`src/rtl/video_pkg.sv`:
```
// Shared video definitions: display defaults, Wishbone constants, pixel/word
// types and the test-pattern colour rule.
package video_pkg;

    localparam int HDISP_DEFAULT = 800;
    localparam int VDISP_DEFAULT = 480;

    localparam logic [2:0] WB_CTI_CLASSIC = 3'b000;
    localparam logic [1:0] WB_BTE_LINEAR  = 2'b00;

    typedef logic [23:0] pixel_t;
    typedef logic [31:0] word_t;

    localparam pixel_t PIX_WHITE = 24'hFF_FFFF;
    localparam pixel_t PIX_BLACK = 24'h00_0000;

    // Grid pattern: a white line every 16 columns and every 16 rows.
    function automatic word_t mire_word(input word_t x, input word_t y);
        return {8'h00, ((x % 32'd16 == 32'd0) || (y % 32'd16 == 32'd0)) ? PIX_WHITE : PIX_BLACK};
    endfunction

endpackage

```
`src/rtl/wshb_if.sv`:
```
// Classic Wishbone bus with 32-bit data and address, master/slave views.
interface wshb_if;

    logic        cyc;
    logic        stb;
    logic        we;
    logic        ack;
    logic [3:0]  sel;
    logic [31:0] adr;
    logic [31:0] dat_ms;
    logic [2:0]  cti;
    logic [1:0]  bte;

    modport master (output cyc, stb, we, sel, adr, dat_ms, cti, bte, input ack);
    modport slave  (input cyc, stb, we, sel, adr, dat_ms, cti, bte, output ack);

endinterface

```
`src/rtl/mire_pixel_counter.sv`:
```
// Raster x/y counter with line and frame wrap; shared with the VGA read master.
module mire_pixel_counter #(
    parameter int HDISP = 800,
    parameter int VDISP = 480,
    parameter int XW    = (HDISP > 1) ? $clog2(HDISP) : 1,
    parameter int YW    = (VDISP > 1) ? $clog2(VDISP) : 1
) (
    input  logic          clk,
    input  logic          rst_n,
    input  logic          advance,
    output logic [XW-1:0] x_next,
    output logic [YW-1:0] y_next,
    output logic          last
);

    logic [XW-1:0] x;
    logic [YW-1:0] y;
    logic          x_last;
    logic          y_last;

    assign x_last = (x == XW'(HDISP - 1));
    assign y_last = (y == YW'(VDISP - 1));
    assign last   = x_last && y_last;

    // x_next/y_next are the coordinates after this edge, so callers can
    // register data for the next pixel without a cycle of lag.
    always_comb begin
        x_next = x;
        y_next = y;
        if (advance) begin
            if (x_last) begin
                x_next = '0;
                y_next = y_last ? '0 : y + YW'(1);
            end else begin
                x_next = x + XW'(1);
            end
        end
    end

    always_ff @(posedge clk or negedge rst_n) begin
        if (!rst_n) begin
            x <= '0;
            y <= '0;
        end else begin
            x <= x_next;
            y <= y_next;
        end
    end

endmodule

```
`src/rtl/wshb_mire.sv`:
```
// Wishbone write master filling the frame buffer with a grid test pattern,
// releasing the bus for one cycle after every BURST_LEN acknowledged writes.
module wshb_mire
    import video_pkg::*;
#(
    parameter int          HDISP     = HDISP_DEFAULT,
    parameter int          VDISP     = VDISP_DEFAULT,
    parameter logic [31:0] BASE_ADR  = 32'h0,
    parameter int          BURST_LEN = 64
) (
    input  logic   clk,
    input  logic   rst_n,
    input  logic   en,
    wshb_if.master wshb_ifm,
    output logic   frame_done
);

    localparam int XW = (HDISP > 1) ? $clog2(HDISP) : 1;
    localparam int YW = (VDISP > 1) ? $clog2(VDISP) : 1;
    localparam int BW = $clog2(BURST_LEN + 1);

    typedef enum logic [1:0] {IDLE, WRITE, RELEASE} state_t;

    state_t        state;
    logic          cyc;
    word_t         adr;
    word_t         dat;
    logic [BW-1:0] burst_cnt;

    logic          advance;
    logic          last;
    logic          burst_end;
    logic [XW-1:0] x_next;
    logic [YW-1:0] y_next;
    word_t         next_adr;

    assign advance   = (state == WRITE) && wshb_ifm.ack;
    assign burst_end = (burst_cnt == BW'(BURST_LEN - 1));
    assign next_adr  = BASE_ADR + ((word_t'(y_next) * word_t'(HDISP) + word_t'(x_next)) << 2);

    mire_pixel_counter #(
        .HDISP (HDISP),
        .VDISP (VDISP),
        .XW    (XW),
        .YW    (YW)
    ) u_counter (
        .clk     (clk),
        .rst_n   (rst_n),
        .advance (advance),
        .x_next  (x_next),
        .y_next  (y_next),
        .last    (last)
    );

    // NOTE: every register here, including adr/dat, gets a reset value so the
    // bus is idle and the first write targets pixel (0,0) straight after reset.
    always_ff @(posedge clk or negedge rst_n) begin
        if (!rst_n) begin
            state      <= IDLE;
            cyc        <= 1'b0;
            burst_cnt  <= '0;
            frame_done <= 1'b0;
            adr        <= BASE_ADR;
            dat        <= mire_word(32'd0, 32'd0);
        end else begin
            frame_done <= advance && last;
            if (advance) begin
                adr <= next_adr;
                dat <= mire_word(word_t'(x_next), word_t'(y_next));
            end
            case (state)
                IDLE: begin
                    if (en) begin
                        state <= WRITE;
                        cyc   <= 1'b1;
                    end
                end
                WRITE: begin
                    // Without ack we hold everything, even if en has dropped.
                    if (wshb_ifm.ack) begin
                        if (burst_end) begin
                            burst_cnt <= '0;
                            state     <= RELEASE;
                            cyc       <= 1'b0;
                        end else begin
                            burst_cnt <= burst_cnt + BW'(1);
                            if (!en) begin
                                state <= IDLE;
                                cyc   <= 1'b0;
                            end
                        end
                    end
                end
                RELEASE: begin
                    state <= en ? WRITE : IDLE;
                    cyc   <= en;
                end
                default: begin
                    state <= IDLE;
                    cyc   <= 1'b0;
                end
            endcase
        end
    end

    assign wshb_ifm.cyc    = cyc;
    assign wshb_ifm.stb    = cyc;
    assign wshb_ifm.we     = cyc;
    assign wshb_ifm.sel    = 4'hF;
    assign wshb_ifm.adr    = adr;
    assign wshb_ifm.dat_ms = dat;
    assign wshb_ifm.cti    = WB_CTI_CLASSIC;
    assign wshb_ifm.bte    = WB_BTE_LINEAR;

endmodule

```
`src/flat_wrapper.sv`:
```
// flat-port wrapper written by rule: the top's interface ports become plain ports
module wshb_mire_flat import video_pkg::*;
#(
    parameter int          HDISP     = HDISP_DEFAULT,
    parameter int          VDISP     = VDISP_DEFAULT,
    parameter logic [31:0] BASE_ADR  = 32'h0,
    parameter int          BURST_LEN = 64
)
  (clk, rst_n, en, frame_done, wshb_ifm_cyc, wshb_ifm_stb, wshb_ifm_we, wshb_ifm_sel, wshb_ifm_adr, wshb_ifm_dat_ms, wshb_ifm_cti, wshb_ifm_bte, wshb_ifm_ack);
  wshb_if wshb_ifm_i ();
  input  logic clk;
  input  logic rst_n;
  input  logic en;
  output logic frame_done;
  output wire logic [$bits(wshb_ifm_i.cyc)-1:0] wshb_ifm_cyc;
  output wire logic [$bits(wshb_ifm_i.stb)-1:0] wshb_ifm_stb;
  output wire logic [$bits(wshb_ifm_i.we)-1:0] wshb_ifm_we;
  output wire logic [$bits(wshb_ifm_i.sel)-1:0] wshb_ifm_sel;
  output wire logic [$bits(wshb_ifm_i.adr)-1:0] wshb_ifm_adr;
  output wire logic [$bits(wshb_ifm_i.dat_ms)-1:0] wshb_ifm_dat_ms;
  output wire logic [$bits(wshb_ifm_i.cti)-1:0] wshb_ifm_cti;
  output wire logic [$bits(wshb_ifm_i.bte)-1:0] wshb_ifm_bte;
  input wire logic [$bits(wshb_ifm_i.ack)-1:0] wshb_ifm_ack;
  assign wshb_ifm_cyc = wshb_ifm_i.cyc;
  assign wshb_ifm_stb = wshb_ifm_i.stb;
  assign wshb_ifm_we = wshb_ifm_i.we;
  assign wshb_ifm_sel = wshb_ifm_i.sel;
  assign wshb_ifm_adr = wshb_ifm_i.adr;
  assign wshb_ifm_dat_ms = wshb_ifm_i.dat_ms;
  assign wshb_ifm_cti = wshb_ifm_i.cti;
  assign wshb_ifm_bte = wshb_ifm_i.bte;
  assign wshb_ifm_i.ack = wshb_ifm_ack;
  wshb_mire #(.HDISP(HDISP), .VDISP(VDISP), .BASE_ADR(BASE_ADR), .BURST_LEN(BURST_LEN)) u_core (.clk(clk), .rst_n(rst_n), .en(en), .wshb_ifm(wshb_ifm_i), .frame_done(frame_done));
endmodule
```
`config.mk`:
```
export PLATFORM = sky130hd
export DESIGN_NAME = wshb_mire_flat
export DESIGN_NICKNAME = d
export VERILOG_FILES = /design/src/rtl/video_pkg.sv /design/src/rtl/wshb_if.sv /design/src/rtl/mire_pixel_counter.sv /design/src/rtl/wshb_mire.sv /design/src/flat_wrapper.sv
export SDC_FILE = /design/constraint.sdc
export NUM_CORES = 1
export LEC_CHECK = 0
export ABC_AREA = 1
export BUFFER_PORTS_ARGS = -buffer_cell sky130_fd_sc_hd__buf_2
export CAP_MARGIN = 20
export CELL_PAD_IN_SITES_DETAIL_PLACEMENT = 2
export CELL_PAD_IN_SITES_GLOBAL_PLACEMENT = 2
export CORE_MARGIN = 8
export CORE_UTILIZATION = 30
export DETAILED_ROUTE_END_ITERATION = 8
export PLACE_DENSITY = 0.87
export SLEW_MARGIN = 20
export SYNTH_ARGS = -nofsm -noshare
export SYNTH_HDL_FRONTEND = slang
export SYNTH_SLANG_ARGS = --single-unit
```
`constraint.sdc`:
```
create_clock -name clk -period 4 [get_ports clk]
set_clock_uncertainty 0.1 [all_clocks]
set_input_delay 0.2 -clock clk [delete_from_list [all_inputs] [get_ports clk]]
set_output_delay 0.2 -clock clk [all_outputs]
set_load 0.05 [all_outputs]
```
Word-level counts from Yosys, hierarchy flattened

Index checks and enable logic that the tools add are counted.

Output and inout port bits: 77
Register bits after elaboration: 84

Multipliers: 1
Reduce and logical (&&, ||, !) cells: 9
Mux-type cells: 18
Equal/unequal tests: 8
Add/subtract/negate cells: 4

Operators by type and width:

| operator                | count |
|---|---|
| $logic_not A32 Y1       | 2 |
| $mux W9                 | 3 |
| $mux W24                | 1 |
| $add A19 B10 Y20        | 1 |
| $mux W10                | 2 |
| $mul A9 B5 Y14 const B  | 1 |
| $add A10 B1 Y10 const B | 1 |
| $eq A10 B10 Y1 const B  | 1 |
| $add A9 B1 Y9 const B   | 1 |
| $eq A9 B9 Y1 const B    | 1 |
| $mux W2                 | 4 |
| $add A7 B1 Y7 const B   | 1 |
| $eq A7 B6 Y1 const B    | 1 |
| $mux W7                 | 1 |
| $pmux W2 S3             | 1 |
| $mux W1                 | 5 |
| $ne A2 B2 Y1 const B    | 2 |
| $logic_and A1 B1 Y1     | 3 |
| $ne A3 B2 Y1 const B    | 1 |
| $pmux W1 S3             | 1 |
| $reduce_and A3 Y1       | 1 |
| $eq A2 B1 Y1 const B    | 1 |
| $eq A2 B2 Y1 const B    | 1 |
| $logic_not A2 Y1        | 1 |
| other kinds (2)         | 2 |

Depth between registers and ports, before layout

Gate-level depths: netlist of run 1.

Depth in word-level cells: 7
Depth in mapped cells: 27

By module

From an unflattened synthesis of run 1, not the netlist that was laid out.

Cell total of the unflattened synthesis: 553
Area total of the unflattened synthesis: 4184.0 um2

Modules (own cells, without submodules):

| module             | area an instance (um2) | seq. area each (um2) | cells an instance | times used |
|---|---|---|---|---|
| wshb_mire          | 3078.0                 | 802.0                | 408               | 1 |
| mire_pixel_counter | 1106.1                 | 475.5                | 145               | 1 |

Least setup slack after synthesis of run 1

Ideal clock, no wire load.

Path type: flip-flop to flip-flop
From: reg u_core.u_counter.x[0]
To: reg u_core.adr[19] (netlist: u_core.wshb_ifm.adr[19])
Data arrival time: 3.673 ns
Setup time: 0.114 ns
Clock period less this slack: 3.887 ns
Cell stages (with the launch flop): 22
Path buffers: 0
Path slack: 0.113 ns
Required time: 3.786 ns
Cells stage by stage: dfrtp_1 -> ha_1 -> nand2_1 -> nor2_4 -> nand4_4 -> nor3_2 -> nand3_1 -> a22oi_1 -> ha_1 -> ha_1 -> fa_1 -> ha_1 -> nand2_1 -> nand2_1 -> a21oi_1 -> nand2_1 -> nand2_1 -> nand2_1 -> nor2_1 -> nand3_1 -> nand2_1 -> nor2_1

Cells in the longest elaborated chain, start to end: 5
Elaborated cells between the ends (all ways): 8
Classes of those cells: add/sub (2); mul (1); eq/ne (1); mux (4)

Ends and longest elaborated chain:

| item                           | line                     | text |
|---|---|---|
| from (decl)                    | mire_pixel_counter.sv:16 | `logic [XW-1:0] x;` |
| from (signal assigned)         | mire_pixel_counter.sv:45 | `x <= x_next;` |
| $eq A10 B10 Y1                 | mire_pixel_counter.sv:21 | `assign x_last = (x == XW'(HDISP - 1));` |
| $mux W9                        | mire_pixel_counter.sv:31 | `if (x_last) begin` |
| $mux W9                        | mire_pixel_counter.sv:30 | `if (advance) begin` |
| via u_core.u_counter.y_next[5] | mire_pixel_counter.sv:12 | `output logic [YW-1:0] y_next,` |
| $mul A9 B5 Y14                 | wshb_mire.sv:39          | `assign next_adr = BASE_ADR + ((word_t'(y_next) * word_t'(HDISP) + word_t'(x_next)) << 2);` |
| $add A19 B10 Y20               | wshb_mire.sv:39          |  |
| to (signal assigned)           | wshb_mire.sv:68          | `adr <= next_adr;` |
| to (decl)                      | wshb_mire.sv:26          | `word_t adr;` |

The timed path passes the listed nets, and every way through them passes these cells.
A chain may end at the register's enable or synchronous reset.

Final worst setup path of run 1

From: reg u_core.u_counter.y[0]
To: reg u_core.adr[17] (netlist: u_core.wshb_ifm.adr[17])

Cells in the longest elaborated chain, start to end: 6
Elaborated cells between the ends (all ways): 7
Classes of those cells: add/sub (2); mul (1); eq/ne (1); mux (3)

Ends and longest elaborated chain:

| item                                          | line                                               | text |
|---|---|---|
| from (decl)                                   | mire_pixel_counter.sv:17                           | `logic [YW-1:0] y;` |
| from (signal assigned)                        | mire_pixel_counter.sv:46                           | `y <= y_next;` |
| $add A9 B1 Y9 or $eq A9 B9 Y1 (tied branches) | mire_pixel_counter.sv:33, mire_pixel_counter.sv:22 |  |
| $mux W9 (*)                                   | mire_pixel_counter.sv:33                           | `y_next = y_last ? '0 : y + YW'(1);` |
| $mux W9 (*)                                   | mire_pixel_counter.sv:31                           |  |
| $mux W9 (*)                                   | mire_pixel_counter.sv:30                           |  |
| via u_core.u_counter.y_next[1]                | mire_pixel_counter.sv:12                           |  |
| $mul A9 B5 Y14 (*)                            | wshb_mire.sv:39                                    |  |
| $add A19 B10 Y20 (*)                          | wshb_mire.sv:39                                    |  |

Mark *: on every way through the listed nets, which the timed path passes. The rest lies on a longest branch.

==> summary.md, run 1 <==
| Metric | Value |
|---|---|
| Vert. Die Dim | `135 um` |
| Worst R2R Setup Slack | `-0.45 ns` |
| Mapped cell area | `4250 um2` |
| Worst slack, placed | `-0.327 ns` |
| Post-DP HPWL | `10500 um` |
| Min-Delay Endpoint | `u_core.state[0]` |
| Wire length per cell | `25.9 um` |
| Worst Path Buf+Inv | `3` |
| WHS Path Cells | `3` |
| Drt total wl | `21000 um` |
| Final setup margin | `-0.445 ns` |
| Initial core utilization | `30.6%` |
| CP Cell Sequence | `ha_4, nand3_2, nor3_2, nand3_2, buf_4, nand2_2, o21ai_4, ha_4, ha_4, ha_4, inv_1, fa_2, inv_2, nand2_4, nand2_4, nand2_2, nand2_2, nand2_4, nor2_4, nand2_4, o21ai_0, o21ai_0` |
| Most common cell after layout, fill and taps aside | `nand2_1` |
| Setup crit end kind | `flip-flop` |
| Synthesized netlist cell count | `533` |
| PwrDens | `477 nW/um2` |
| First-pass GRT wire length | `26300 um` |
| Min-delay worst type | `primary input to flip-flop` |
| Maxcap violations | `0` |
| Slew Limit Fails | `0` |
| Commonest non-fill, non-tap cells in the layout | `89 x nand2_1, 61 x buf_4, 55 x inv_1` |
| RSZ-0062 raised after global routing | `true` |
| IO Count | `81` |
| Port Buffers | `51` |
| Clock Sinks | `51` |
| Final #Nets | `679` |
| Layout cells sized above 1 | `46.3%` |
| Worst-Skew Late Latency | `0.32 ns` |
| CTS tree | `yes` |
| Final critical-path required period | `4.45 ns` |
| Status | `finished with violations` |
| Antenna diodes | `0` |
| CTS max path bufs | `2` |
| Distinct cells, synth | `48` |
| Initial antenna violation count | `0` |
| ANT nets after route | `0` |
| Vias in the first global route | `4530` |
| DRC viols | `0` |
| Max Clock Freq | `225 MHz` |
| Clk root buf | `clkbuf_16` |
| Final hold slack | `0.126 ns` |
| Crit share post-route | `111%` |
| Synth warn | `0` |
| Largest net degree at the start of global routing | `52` |
| Worst-path clk slew | `0.08 ns` |
| Crit path max-delay cell type | `dfrtp_1` |
| P&R area growth vs syn | `38.8%` |
| Reg-to-Reg Start | `u_core.u_counter.y[0]` |
| Htree depth | `2` |
| Placer Congestion | `0.813` |
| IR drop worst, VDD | `196 uV` |
| Tightest Pin Transition | `0.720 ns` |
| WP data arrival | `4.54 ns` |
| LEAKAGE | `2.99 nW` |
| Slew HR | `52.0%` |
| Core area | `13900 um2` |
| Seq cells post-synth | `51` |
| Type of the worst setup path | `flip-flop to flip-flop` |
| First drt pass iteration count | `4` |
| Critical Path Fanout Max | `4` |
| Final Util | `42.5%` |
| Starting DRT DRC Count | `183` |
| Row count | `43` |
| Final Hold Vio Count | `0` |
| GR Overflow Total | `0` |
| Failing checks | `setup timing` |
| Vias | `4081` |
| Largest stage delay on the critical path | `0.45 ns` |
| CP top delay family | `adder cells` |
| Hold Path Origin | `en` |
| Die width | `135 um` |
| Syn Area/Cell | `7.97 um2` |
| Critical path data required time | `4.09 ns` |
| R2R Path End | `u_core.wshb_ifm.adr[17]` |
| Type of origin of the critical path | `flip-flop` |
| Die ar. | `18200 um2` |
| GRT Overall Usage | `19.1%` |
| Sequential share of the synthesized area | `30.1%` |
| Post-DR vias/cell | `5.04` |
| Setup TNS | `-3.14 ns` |
| FF-to-FF path depth | `22` |
| TritonCTS Buffers | `5` |
| Setup violators final | `9` |
-- state kept, by name (all words and copies together), names as in the netlist --
register                cells
u_core.frame_done           1
u_core.wshb_ifm.cyc         1
u_core.burst_cnt            7
u_core.u_counter.x         10
u_core.state                2
u_core.u_counter.y          9
u_core.wshb_ifm.dat_ms      1
u_core.wshb_ifm.adr        20
-- worst max-delay path by stage --
stage                     slack (ns)                       to                  start  cells past startpoint
after floorplan                 0.11  u_core.wshb_ifm.adr[19]  u_core.u_counter.x[0]                     21
after CTS                      -0.13  u_core.wshb_ifm.adr[19]  u_core.u_counter.x[0]                     26
after global routing           -0.56  u_core.wshb_ifm.adr[17]  u_core.u_counter.y[0]                     22
after global placement         -0.09  u_core.wshb_ifm.adr[19]  u_core.u_counter.x[1]                     24
after detailed placement       -0.33  u_core.wshb_ifm.adr[19]  u_core.u_counter.x[1]                     25
final                          -0.45  u_core.wshb_ifm.adr[17]  u_core.u_counter.y[0]                     22
-- worst min-delay path, stage by stage --
cell and delay [ns]:
buf_2 0.10, inv_1 0.09, a31oi_1 0.10
-- where the power goes --
group / internal (mW) / switching, mW / total [mW]
combinational: 0.325 / 1.22 / 1.55
clock: 0.251 / 0.233 / 0.485
sequential: 0.654 / 0.125 / 0.779
total: 1.23 / 1.58 / 2.81
-- cell usage after synthesis, drive strengths merged --
library cell / number / area share, %
buf: 59 / 11
or2: 2 / 0.29
nor3: 10 / 1.8
nand3b: 2 / 0.35
o21ai: 23 / 3.0
conb: 2 / 0.18
a2bb2oi: 1 / 0.35
nor4: 2 / 0.65
a31o: 1 / 0.21
fa: 5 / 2.4
o211a: 1 / 0.24
o21bai: 1 / 0.18
and3: 1 / 0.15
o31ai: 1 / 0.18
ha: 42 / 12
clkbuf: 2 / 0.18
o211ai: 1 / 0.18
a21oi: 13 / 1.5
inv: 76 / 6.8
a22oi: 1 / 0.18
dfrtp: 50 / 29
clkinv: 1 / 0.088
nor4b: 1 / 0.21
o21a: 1 / 0.18
nand2: 133 / 13
a31oi: 2 / 0.29
xor2: 10 / 2.1
dfstp: 1 / 0.62
nor2: 39 / 5.7
nor3b: 1 / 0.18
nand3: 42 / 5.2
xnor2: 5 / 1.0
nand4: 1 / 0.50
-- cell families after synthesis --
logic type                 share of synthesized area, %
AOI/OAI and AO/OA                                  6.48
xor gates and xnor gates                           3.09
adders and majority gates                          14.7
buffers and inverters                              17.6
DFF                                                30.1
other                                             0.177
and+or+nand+nor                                    27.8
-- final cells by class --
| class | count | area (um2) |
|---|---|---|
| repair buffers | 122 | 825 |
| clock inverters | 2 | 16.3 |
| well taps | 180 | 225 |
| multi-input cells | 371 | 3100 |
| inverters | 77 | 307 |
| flip-flops and latches | 51 | 1280 |
| clock buffers | 6 | 139 |
| fillers | 1535 | 7990 |
-- layer usage --
metal	vias to the layer above	wire [um]	track usage, %
met5	-	0	0
met4	0	1590	12.5
met3	85	1020	4.12
met2	158	11500	36.4
met1	2049	6900	17.9
li1	1789	-	-
-- what timing repair did --
item,CTS,global route
resized for setup,73,103
setup endpoints to repair,9,9
setup buffers,16,14
pin swaps,41,55
cloned,0,0
endpoints found under the hold margin,50,0
hold buffers,1,0
-- metrics by stage --
step                cells  instance area (um2)  total power, mW
floorplan             560                 4350             2.09
global placement      771                 4680             2.19
detailed placement    771                 4680             2.26
CTS                   796                 5320             2.75
global route          809                 5900             2.94
finish                809                 5900             2.81
No activity file was read; power rests on OpenSTA's default activity.
==> inputs of run 2 (changes only) <==
--- a/config.mk
+++ b/config.mk
@@ -11,9 +11,10 @@
 export CELL_PAD_IN_SITES_DETAIL_PLACEMENT = 2
 export CELL_PAD_IN_SITES_GLOBAL_PLACEMENT = 2
 export CORE_MARGIN = 8
-export CORE_UTILIZATION = 30
+export CORE_UTILIZATION = 33
+export CTS_CLUSTER_SIZE = 28
 export DETAILED_ROUTE_END_ITERATION = 8
-export PLACE_DENSITY = 0.87
+export PLACE_DENSITY = 0.91
 export SLEW_MARGIN = 20
 export SYNTH_ARGS = -nofsm -noshare
 export SYNTH_HDL_FRONTEND = slang
==> constraint.sdc (replaced) <==
create_clock -name clk -period 4.9 [get_ports clk]
set_clock_uncertainty 0.1 [all_clocks]
set_input_delay 0.245 -clock clk [delete_from_list [all_inputs] [get_ports clk]]
set_output_delay 0.245 -clock clk [all_outputs]
set_load 0.05 [all_outputs]
==> summary.md, run 2 (same netlist as run 1, synthesis figures left out) <==
| Metric | Value |
|---|---|
| Status | `finished, final reports clean (was finished with violations)` |
| Critical path data required time | `5.00 ns (was 4.09 ns)` |
| First drt pass iteration count | `4 (unchanged)` |
| Critical Path Fanout Max | `5 (was 4)` |
| Clock Sinks | `51 (unchanged)` |
| Die ar. | `16800 um2 (was 18200 um2)` |
| Final setup margin | `0.361 ns (was -0.445 ns)` |
| Commonest non-fill, non-tap cells in the layout | `119 x nand2_1, 69 x inv_1, 51 x buf_2 (was 89 x nand2_1, 61 x buf_4, 55 x inv_1)` |
| Largest Register | `u_core.wshb_ifm.adr (unchanged)` |
| IO Count | `81 (unchanged)` |
| Final critical-path required period | `4.54 ns (was 4.45 ns)` |
| Slew Limit Fails | `0 (unchanged)` |
| Post-DP HPWL | `9760 um (was 10500 um)` |
| Worst slack, placed | `0.250 ns (was -0.327 ns)` |
| Maxcap violations | `0 (unchanged)` |
| Post-DR vias/cell | `4.68 (was 5.04)` |
| LEAKAGE | `2.53 nW (was 2.99 nW)` |
| Row count | `41 (was 43)` |
| Starting DRT DRC Count | `90 (was 183)` |
| Vias in the first global route | `4077 (was 4530)` |
| Vert. Die Dim | `129 um (was 135 um)` |
| ANT nets after route | `0 (unchanged)` |
| Top flop regs | `u_core.wshb_ifm.adr (20), u_core.u_counter.x (10), u_core.u_counter.y (9) (unchanged)` |
| Placer Congestion | `0.839 (was 0.813)` |
| WP data arrival | `4.64 ns (was 4.54 ns)` |
| TritonCTS Buffers | `5 (unchanged)` |
| Htree depth | `2 (unchanged)` |
| Max Clock Freq | `220 MHz (was 225 MHz)` |
| Most common cell after layout, fill and taps aside | `nand2_1 (unchanged)` |
| Setup TNS | `0 ns (was -3.14 ns)` |
| CTS max path bufs | `2 (unchanged)` |
| Setup violators final | `0 (was 9)` |
| IR drop worst, VDD | `198 uV (was 196 uV)` |
| Wire length per cell | `16.8 um (was 25.9 um)` |
| Core area | `12600 um2 (was 13900 um2)` |
| Worst-path clk slew | `0.08 ns (about the same)` |
| Crit share post-route | `92.6% (was 111%)` |
| Drt total wl | `12300 um (was 21000 um)` |
| Antenna diodes | `0 (unchanged)` |
| P&R area growth vs syn | `8.07% (was 38.8%)` |
| Port Buffers | `51 (unchanged)` |
| Tightest Pin Transition | `0.683 ns (was 0.720 ns)` |
| Worst-Skew Late Latency | `0.30 ns (was 0.32 ns)` |
| Clk root buf | `clkbuf_16 (unchanged)` |
| Die width | `129 um (was 135 um)` |
| DRC viols | `0 (unchanged)` |
| Final hold slack | `0.184 ns (was 0.126 ns)` |
| CTS tree | `yes (unchanged)` |
| Initial core utilization | `33.7% (was 30.6%)` |
| Slew HR | `54.5% (was 52.0%)` |
| Vias | `3438 (was 4081)` |
| GRT Overall Usage | `15.3% (was 19.1%)` |
| Initial antenna violation count | `0 (unchanged)` |
| Max reg flops | `20 (unchanged)` |
| First-pass GRT wire length | `20700 um (was 26300 um)` |
| Type of the worst setup path | `flip-flop to flip-flop (unchanged)` |
| Type of origin of the critical path | `flip-flop (unchanged)` |
| GR Overflow Total | `0 (unchanged)` |
| Setup crit end kind | `flip-flop (unchanged)` |
| PwrDens | `483 nW/um2 (was 477 nW/um2)` |
| Layout cells sized above 1 | `20.5% (was 46.3%)` |
| Largest net degree at the start of global routing | `52 (unchanged)` |
| RSZ-0062 raised after global routing | `false (was true)` |
| Final #Nets | `612 (was 679)` |
| Final Hold Vio Count | `0 (unchanged)` |
| Min-delay worst type | `primary input to flip-flop (unchanged)` |
| Setup Fix Bufs, Post-CTS | `0 (was 16)` |
## run 2: cell types whose count changed in the layout (fill, tap and decap cells not counted), moves of 6 or more
cell     before  now
buf_4        61    3
buf_6         9    0
ha_1         15   42
ha_4         24    0
inv_1        55   69
inv_2        15    6
inv_4         7    1
nand2_1      89  119
nand2_2      22   12
nand2_4      19    2
nand3_1      29   40
nand3_2      11    2
nor2_1       12   24
nor2_4       17    6
## run 2: stage by stage
step	instance area (um2)	std cells	utilization [%]	power, mW
final	4590	734	36.4	2.22
after global routing	4590	734	36.4	2.33
after CTS	4570	734	36.2	2.25
after detailed placement	4390	725	34.8	1.82
after global placement	4390	725	34.8	1.76
after floorplan	4350	560	-	1.70
## run 2: worst paths after layout
kind | from | endpoint | slack (ns) | depth (start not counted)
setup / recovery | u_core.u_counter.x[0] | u_core.wshb_ifm.adr[19] | 0.36 | 22
hold / removal | en | u_core.state[0] | 0.18 | 3
setup reg to reg | u_core.u_counter.x[0] | u_core.wshb_ifm.adr[19] | 0.36 | 22
hold reg to reg | u_core.wshb_ifm.adr[13] | u_core.wshb_ifm.adr[13] | 0.38 | 2
max in group asynchronous | rst_n | u_core.u_counter.y[0] | 3.73 | 3
min in group asynchronous | rst_n | u_core.wshb_ifm.adr[3] | 0.52 | 3
## run 2: timing repair
action | in CTS | in global routing
resized for setup | 0 | 4
hold buffers | 1 | 0
endpoints found under the setup margin | 0 | 4
hold endpoints to repair | 19 | 0
## run 2: final cells by class
class,count,area (um2)
fillers,1513,8030
multi-input cells,371,2350
flip-flops and latches,51,1280
inverters,77,292
repair buffers,55,288
well taps,172,215
clock buffers,5,125
clock inverters,3,46.3
## run 2: where the power goes
part	internal, mW	switching [mW]
clock network	0.243	0.175
logic	0.223	0.948
registers	0.534	0.0954
total	1.00	1.22
## run 2: critical path: stages, from the launching register on
cell and delay [ns]:
dfrtp_1 0.38, ha_1 0.20, nand2_1 0.11, nor2_4 0.15, nand2_1 0.16, nor2_4 0.20, nand2_1 0.13, xor2_2 0.29
ha_1 0.30, ha_1 0.30, ha_1 0.34, inv_1 0.09, fa_1 0.58, nor2_2 0.16, nand3_1 0.07, nor2_1 0.10
nor2_1 0.08, nor2_2 0.16, nand2_1 0.14, nor2_2 0.14, nand3_1 0.13, nand2_1 0.09, nor2_1 0.04
## run 2: per-layer routing
metal | track usage [%] | vias up | part of all wire (%)
met5 | 0 | - | 0
met4 | 3.89 | 0 | 1.1
met3 | 2.55 | 9 | 3.5
met2 | 30.8 | 48 | 57
met1 | 15.9 | 1725 | 39
li1 | - | 1656 | -
